<file path="src/rtl/mpc_pkg.sv">
// Shared definitions for the mpc_io_mux pad multiplexer: register map,
// STATUS bit positions, handover FSM encoding and switch-counter width.
package mpc_pkg;

  localparam logic [1:0] REG_CTRL   = 2'd0;
  localparam logic [1:0] REG_STATUS = 2'd1;
  localparam logic [1:0] REG_SWCNT  = 2'd2;

  localparam int CTRL_EN_BIT     = 31;
  localparam int STATUS_BUSY_BIT = 8;
  localparam int STATUS_ERR_BIT  = 31;

  localparam int SWCNT_W = 16;

  typedef enum logic [1:0] {
    ST_ACTIVE = 2'd0,
    ST_DRAIN  = 2'd1,
    ST_SWITCH = 2'd2
  } mpc_state_e;

endpackage

</file>
<file path="src/rtl/mpc_wb_regs.sv">
// Wishbone slave for mpc_io_mux: address decode, single-cycle ack, CTRL/STATUS
// storage and the optional switch counter (present when MPC_SWITCH_CNT_EN is defined).
module mpc_wb_regs
  import mpc_pkg::*;
#(
  parameter int          N_PROJ    = 4,
  parameter int          SEL_W     = $clog2(N_PROJ),
  parameter logic [31:0] ADDR_BASE = 32'h3000_0000
) (
  input  logic             clk,
  input  logic             srst,
  input  logic             wbs_stb_i,
  input  logic             wbs_cyc_i,
  input  logic             wbs_we_i,
  input  logic [3:0]       wbs_sel_i,
  input  logic [31:0]      wbs_adr_i,
  input  logic [31:0]      wbs_dat_i,
  output logic             wbs_ack_o,
  output logic [31:0]      wbs_dat_o,
  input  logic [SEL_W-1:0] strap_sel,
  input  logic [SEL_W-1:0] cur_sel,
  input  logic             busy,
  input  logic             swcnt_inc,
  output logic [SEL_W-1:0] req_sel,
  output logic             enable
);

  logic             ack_reg;
  logic [31:0]      dat_reg;
  logic [SEL_W-1:0] req_sel_reg;
  logic             enable_reg;
  logic             err_reg;
  logic             hit;
  logic             access;
  logic             wr_en;
  logic             sel_valid;
  logic [31:0]      rd_data;

  assign hit       = (wbs_adr_i[31:4] == ADDR_BASE[31:4]);
  assign access    = wbs_stb_i & wbs_cyc_i & ~ack_reg & hit;
  assign wr_en     = access & wbs_we_i;
  // The whole low byte is range-checked so out-of-range selects that alias
  // onto a valid code in SEL_W bits are still rejected.
  assign sel_valid = (wbs_dat_i[7:0] < 8'(N_PROJ));

`ifdef MPC_SWITCH_CNT_EN
  logic [SWCNT_W-1:0] swcnt_reg;

  always_ff @(posedge clk) begin
    if (srst) begin
      swcnt_reg <= '0;
    end else if (swcnt_inc && (swcnt_reg != '1)) begin
      swcnt_reg <= swcnt_reg + 1'b1;
    end
  end
`endif

  always_comb begin
    rd_data = '0;
    case (wbs_adr_i[3:2])
      REG_CTRL: begin
        rd_data[SEL_W-1:0]  = req_sel_reg;
        rd_data[CTRL_EN_BIT] = enable_reg;
      end
      REG_STATUS: begin
        rd_data[SEL_W-1:0]      = cur_sel;
        rd_data[STATUS_BUSY_BIT] = busy;
        rd_data[STATUS_ERR_BIT]  = err_reg;
      end
      REG_SWCNT: begin
`ifdef MPC_SWITCH_CNT_EN
        rd_data[SWCNT_W-1:0] = swcnt_reg;
`endif
      end
      default: rd_data = '0;
    endcase
  end

  always_ff @(posedge clk) begin
    if (srst) begin
      ack_reg     <= 1'b0;
      dat_reg     <= '0;
      req_sel_reg <= strap_sel;
      enable_reg  <= 1'b1;
      err_reg     <= 1'b0;
    end else begin
      ack_reg <= access;
      dat_reg <= (access && !wbs_we_i) ? rd_data : '0;
      if (wr_en && (wbs_adr_i[3:2] == REG_STATUS)) begin
        err_reg <= 1'b0;
      end
      if (wr_en && (wbs_adr_i[3:2] == REG_CTRL)) begin
        if (wbs_sel_i[3]) begin
          enable_reg <= wbs_dat_i[CTRL_EN_BIT];
        end
        if (wbs_sel_i[0]) begin
          if (sel_valid) begin
            req_sel_reg <= wbs_dat_i[SEL_W-1:0];
          end else begin
            err_reg <= 1'b1;
          end
        end
      end
    end
  end

  assign wbs_ack_o = ack_reg;
  assign wbs_dat_o = dat_reg;
  assign req_sel   = req_sel_reg;
  assign enable    = enable_reg;

`ifdef MPC_SWITCH_CNT_EN
  logic unused_bits;
  assign unused_bits = ^{wbs_sel_i[2:1], wbs_adr_i[1:0], wbs_dat_i[30:8]};
`else
  logic unused_bits;
  assign unused_bits = ^{wbs_sel_i[2:1], wbs_adr_i[1:0], wbs_dat_i[30:8], swcnt_inc};
`endif

endmodule

</file>
<file path="src/rtl/mpc_io_mux.sv">
// Wishbone-controlled pad multiplexer: N_PROJ projects share one IO_W pad bus,
// with a guarded tri-state handover on every switch. Optional SWCNT via MPC_SWITCH_CNT_EN.
module mpc_io_mux
  import mpc_pkg::*;
#(
  parameter int          N_PROJ    = 4,
  parameter int          IO_W      = 38,
  parameter int          SEL_W     = $clog2(N_PROJ),
  parameter int          GUARD     = 4,
  parameter logic [31:0] ADDR_BASE = 32'h3000_0000
) (
  input  logic                     wb_clk_i,
  input  logic                     wb_rst_i,
  input  logic                     wbs_stb_i,
  input  logic                     wbs_cyc_i,
  input  logic                     wbs_we_i,
  input  logic [3:0]               wbs_sel_i,
  input  logic [31:0]              wbs_adr_i,
  input  logic [31:0]              wbs_dat_i,
  output logic                     wbs_ack_o,
  output logic [31:0]              wbs_dat_o,
  input  logic [SEL_W-1:0]         configuration,
  input  logic [IO_W-1:0]          IO_i,
  output logic [IO_W-1:0]          IO_o,
  output logic [IO_W-1:0]          IO_oe,
  input  logic [N_PROJ*IO_W-1:0]   proj_o,
  input  logic [N_PROJ*IO_W-1:0]   proj_oe,
  output logic [N_PROJ*IO_W-1:0]   proj_i,
  output logic [N_PROJ-1:0]        proj_rst_o
);

  mpc_state_e       state_reg, state_next;
  logic [SEL_W-1:0] cur_sel_reg, cur_sel_next;
  logic [7:0]       drain_cnt_reg, drain_cnt_next;
  logic [SEL_W-1:0] strap_sel;
  logic [SEL_W-1:0] req_sel;
  logic             enable;
  logic             swcnt_inc;
  logic             busy;
  logic             pads_on;
  logic [IO_W-1:0]  io_o_reg, io_oe_reg;
  logic [IO_W-1:0]  proj_o_arr  [N_PROJ];
  logic [IO_W-1:0]  proj_oe_arr [N_PROJ];
  logic [IO_W-1:0]  proj_i_arr  [N_PROJ];
  logic             proj_rst_arr [N_PROJ];

  assign strap_sel = (32'(configuration) < N_PROJ) ? configuration : '0;
  assign busy      = (state_reg != ST_ACTIVE);
  assign pads_on   = (state_reg == ST_ACTIVE) && enable;

  mpc_wb_regs #(
    .N_PROJ    (N_PROJ),
    .SEL_W     (SEL_W),
    .ADDR_BASE (ADDR_BASE)
  ) u_regs (
    .clk       (wb_clk_i),
    .srst      (wb_rst_i),
    .wbs_stb_i (wbs_stb_i),
    .wbs_cyc_i (wbs_cyc_i),
    .wbs_we_i  (wbs_we_i),
    .wbs_sel_i (wbs_sel_i),
    .wbs_adr_i (wbs_adr_i),
    .wbs_dat_i (wbs_dat_i),
    .wbs_ack_o (wbs_ack_o),
    .wbs_dat_o (wbs_dat_o),
    .strap_sel (strap_sel),
    .cur_sel   (cur_sel_reg),
    .busy      (busy),
    .swcnt_inc (swcnt_inc),
    .req_sel   (req_sel),
    .enable    (enable)
  );

  // req_sel only moves on a valid CTRL write, so a level compare in ACTIVE also
  // catches writes that landed during the SWITCH cycle.
  always_comb begin
    state_next     = state_reg;
    cur_sel_next   = cur_sel_reg;
    drain_cnt_next = drain_cnt_reg;
    swcnt_inc      = 1'b0;
    case (state_reg)
      ST_ACTIVE: begin
        if (req_sel != cur_sel_reg) begin
          state_next     = ST_DRAIN;
          drain_cnt_next = '0;
        end
      end
      ST_DRAIN: begin
        if (drain_cnt_reg == 8'(GUARD - 1)) begin
          state_next = ST_SWITCH;
        end else begin
          drain_cnt_next = drain_cnt_reg + 8'd1;
        end
      end
      ST_SWITCH: begin
        cur_sel_next = req_sel;
        swcnt_inc    = (req_sel != cur_sel_reg);
        state_next   = ST_ACTIVE;
      end
      default: state_next = ST_ACTIVE;
    endcase
  end

  always_ff @(posedge wb_clk_i) begin
    if (wb_rst_i) begin
      state_reg     <= ST_ACTIVE;
      cur_sel_reg   <= strap_sel;
      drain_cnt_reg <= '0;
      io_o_reg      <= '0;
      io_oe_reg     <= '0;
    end else begin
      state_reg     <= state_next;
      cur_sel_reg   <= cur_sel_next;
      drain_cnt_reg <= drain_cnt_next;
      io_o_reg      <= pads_on ? proj_o_arr[cur_sel_reg]  : '0;
      io_oe_reg     <= pads_on ? proj_oe_arr[cur_sel_reg] : '0;
    end
  end

  for (genvar gi = 0; gi < N_PROJ; gi++) begin : g_proj
    assign proj_o_arr[gi]  = proj_o[gi*IO_W +: IO_W];
    assign proj_oe_arr[gi] = proj_oe[gi*IO_W +: IO_W];

    always_ff @(posedge wb_clk_i) begin
      if (wb_rst_i) begin
        proj_i_arr[gi]   <= '0;
        proj_rst_arr[gi] <= 1'b1;
      end else begin
        proj_i_arr[gi]   <= (cur_sel_reg == SEL_W'(gi)) ? IO_i : '0;
        proj_rst_arr[gi] <= !(pads_on && (cur_sel_reg == SEL_W'(gi)));
      end
    end

    assign proj_i[gi*IO_W +: IO_W] = proj_i_arr[gi];
    assign proj_rst_o[gi]          = proj_rst_arr[gi];
  end

  assign IO_o  = io_o_reg;
  assign IO_oe = io_oe_reg;

endmodule

</file>
<file path="config.mk">
export PLATFORM = sky130hd
export DESIGN_NAME = mpc_io_mux
export DESIGN_NICKNAME = d
export VERILOG_FILES = /design/src/rtl/mpc_pkg.sv /design/src/rtl/mpc_wb_regs.sv /design/src/rtl/mpc_io_mux.sv
export SDC_FILE = /design/constraint.sdc
export NUM_CORES = 1
export LEC_CHECK = 0
export ABC_CLOCK_PERIOD_IN_PS = 3000
export CAP_MARGIN = 20
export CORE_AREA = 2 2 269 271
export CTS_CLUSTER_DIAMETER = 60
export CTS_CLUSTER_SIZE = 16
export DETAILED_ROUTE_END_ITERATION = 7
export DIE_AREA = 0 0 271 273
export PLACE_DENSITY = 0.5
export SYNTH_ARGS = -nofsm -noshare
export SYNTH_HDL_FRONTEND = slang
export SYNTH_SLANG_ARGS = --single-unit
</file>
<file path="constraint.sdc">
create_clock -name wb_clk_i -period 3 [get_ports wb_clk_i]
set_clock_uncertainty 0.15 [all_clocks]
set_input_delay 0.3 -clock wb_clk_i [delete_from_list [all_inputs] [get_ports wb_clk_i]]
set_output_delay 0.3 -clock wb_clk_i [all_outputs]
set_load 0.01 [all_outputs]
</file>
==> out/metrics.cfg <==
[run_status]
status=finished, final reports clean

[hold_path]
min_path_type=input pin to flip-flop
worstHoldStart=IO_i[26]

[global_routing]
antenna_found_initial=5
overflow=0
grt.total_usage=0.1038
grt_pass1_wl_mm=57.73
grt_pass1_vias=8661
grt_max_degree=86

[route]
avgRoutedWirePerCell_um=17.39
ant_nets=0
first_iter_violations=249
drc=0
vias_per_cell=3.409
vias=7940
drt_pass1_iterations=4
totalWireLength_mm=40.51

[clock_network]
cts-root-buf=clkbuf_16
clk_latency_ns=0.57
cts_resized=0
max-clock-path-buffers=3
clock-sinks=253
cts_buffers=30
clkTransAtPathRegs_ns=0.07
postCtsHoldBufs=0
cts_setup_buffers=0
h-tree-depth=1
cts_tree=built

[power_and_ir_drop]
powerDensity_nw_per_um2=507.0
p_total_mw=8.939
swShare=0.2582
p_sw_mw=2.308
vdd_ir_drop_max_mv=0.4169
intPower_mw=6.631
leakagePower_nw=6.454
power_frac_seq=0.403
clockPowerShare=0.416
combPwrFrac=0.180

[finish]
drive_above_1_share=0.1103
final_area_um2=17630
finish.utilization=0.2483
layout_common_cells=clkdlybuf4s50_1, dfxtp_1, and2_1
largest_reg_flops=152
largest-register=proj_i_arr
layout_commonest_cell=clkdlybuf4s50_1
syn2layout_area_growth_pct=89.78
fin_nets=1772

[floorplan]
die_w_um=271
io_pins=682
coreArea_um2=71000
fp-row-count=98
start_util=0.1309
die_h_um=273
dieArea_um2=73980

[yosys]
synthMuxAreaShare=0.1886
synth_area_um2=9290
synth_top_family_by_area=simple AND/OR/NAND/NOR gates
synth_xor_area_frac=0.006599
synth-simple-area-share=0.1888
synth-seq-cells=253
yosys_warnings=0
synth.distinct_cells=43
ys_async_sr_fraction=0
synth_edf_count=4
syn_area_per_cell_um2=12.62
ys_seq_area_frac=0.5495
synth_fa_ha_area_frac=0.001347
syn_inst=736
synth-compound-area-share=0.01616
ys.flop_type=dfxtp_1

[critical_path]
slowest_stage=or4_1
path_cells=clkdlybuf4s50_1, nor4_1, nand4_1, or4_1, buf_4, o41a_1, a311o_1
critPathKind=input pin to flip-flop
required_ns=3.30
endpoint_kind=flip-flop
crit_fanout=5
startpoint_type=input pin
cp_data_arrival_time_ns=2.60
cpPeakStageDelay_ns=0.58
crit_start=wbs_adr_i[4]
rr_startpoint=u_regs.wbs_ack_o

[timing]
tns_ns=0
slew_headroom=0.5571
hold_violations=0
tightest_slew_ns=0.6644
final-max-slew-violation-count=0
rsz0062_at_grt=no
finalCritPeriodShare=0.7640
layout_min_cycle_time_ns=2.292
fmax_ghz=0.4363
setup_viol=0

[run]
cap_viol_max_count=0

[placement]
port-buffer-count=626
placed_cell_area_um2=16590
dp_hpwl_mm=31.59
gp_congestion=0.9145

[path summary, 6_finish.rpt]
kind	to	slack, ns	cells after the start
setup reg to reg	u_regs.enable	0.75	6
hold reg to reg	u_regs.err_reg	0.32	2
hold / removal	proj_i_arr[2][26]	0.20	2
setup / recovery	u_regs.enable	0.71	7
[power by group through the flow]
stage	clock network [mW]	registers, mW	logic (mW)
6_report	3.72	3.61	1.61
4_1_cts	3.89	3.61	1.64
3_5_place_dp	0	3.68	1.64
3_3_place_gp	0	3.68	1.63
5_1_grt	4.02	3.62	1.72
2_1_floorplan	0	3.76	0.507
[cell usage after synthesis (all sizes together), types with 2 or more instances]
library cell | count | area, um2
xor2 | 5 | 43.79
and2 | 229 | 1433
edfxtp | 4 | 120.1
nand2 | 11 | 41.29
mux4 | 76 | 1712
o211ai | 2 | 15.01
nor3 | 4 | 20.02
mux2i | 4 | 40.04
or3 | 2 | 12.51
nand4 | 2 | 12.51
nor4 | 8 | 50.05
nand4b | 2 | 17.52
dfxtp | 249 | 4985
a21oi | 3 | 15.01
nand3b | 2 | 15.01
nor3b | 2 | 15.01
nor2 | 13 | 48.80
nor2b | 3 | 18.77
o21ai | 6 | 30.03
nor4b | 3 | 26.28
inv | 6 | 22.52
buf | 43 | 290.3
clkbuf | 37 | 138.9
xnor2 | 2 | 17.52
a211oi | 2 | 15.01
[stage by stage]
| stage | setup WS [ns] | std cells | hold slack [ns] |
|---|---|---|---|
| after floorplan | 0.7259 | 763 | 0.2717 |
| after global placement | 0.07738 | 2272 | 0.3046 |
| after detailed placement | 0.09577 | 2272 | 0.3153 |
| after CTS | 0.7206 | 2328 | 0.1452 |
| after global routing | 0.6471 | 2329 | 0.1673 |
| final | 0.7079 | 2329 | 0.1993 |
[cell families after synthesis]
family,Yosys count
AO/OA/AOI/OAI,21
multiplexers,80
buffers and inverters,86
flip-flops,253
adder cells (fa/ha/maj),1
AND/OR/NAND/NOR,287
XOR/XNOR,7
other,1
[metal layers]
layer | vias up | global-route usage | share of wire
li1 | 3696 | - | -
met4 | 0 | 0.03242 | 0.029
met3 | 57 | 0.03330 | 0.090
met5 | - | 0 | 0
met2 | 385 | 0.1925 | 0.51
met1 | 3802 | 0.1114 | 0.37
[layout make-up]
class | count | area (um2)
multi-input cells | 424 | 3864
clock inverters | 21 | 214.0
diodes | 1 | 2.502
clock buffers | 35 | 820.8
flip-flops and latches | 253 | 5105
repair buffers | 639 | 6414
well taps | 950 | 1189
inverters | 6 | 22.52
fillers | 7411 | 53360
[worst max-delay path, delay by kind of cell]
kind,cells,cell delay (ns)
AND/OR/NAND/NOR,3,1.02
AO/OA/AOI/OAI,2,0.68
buffers and inverters,2,0.60
Power figures use the tool's default switching activity.
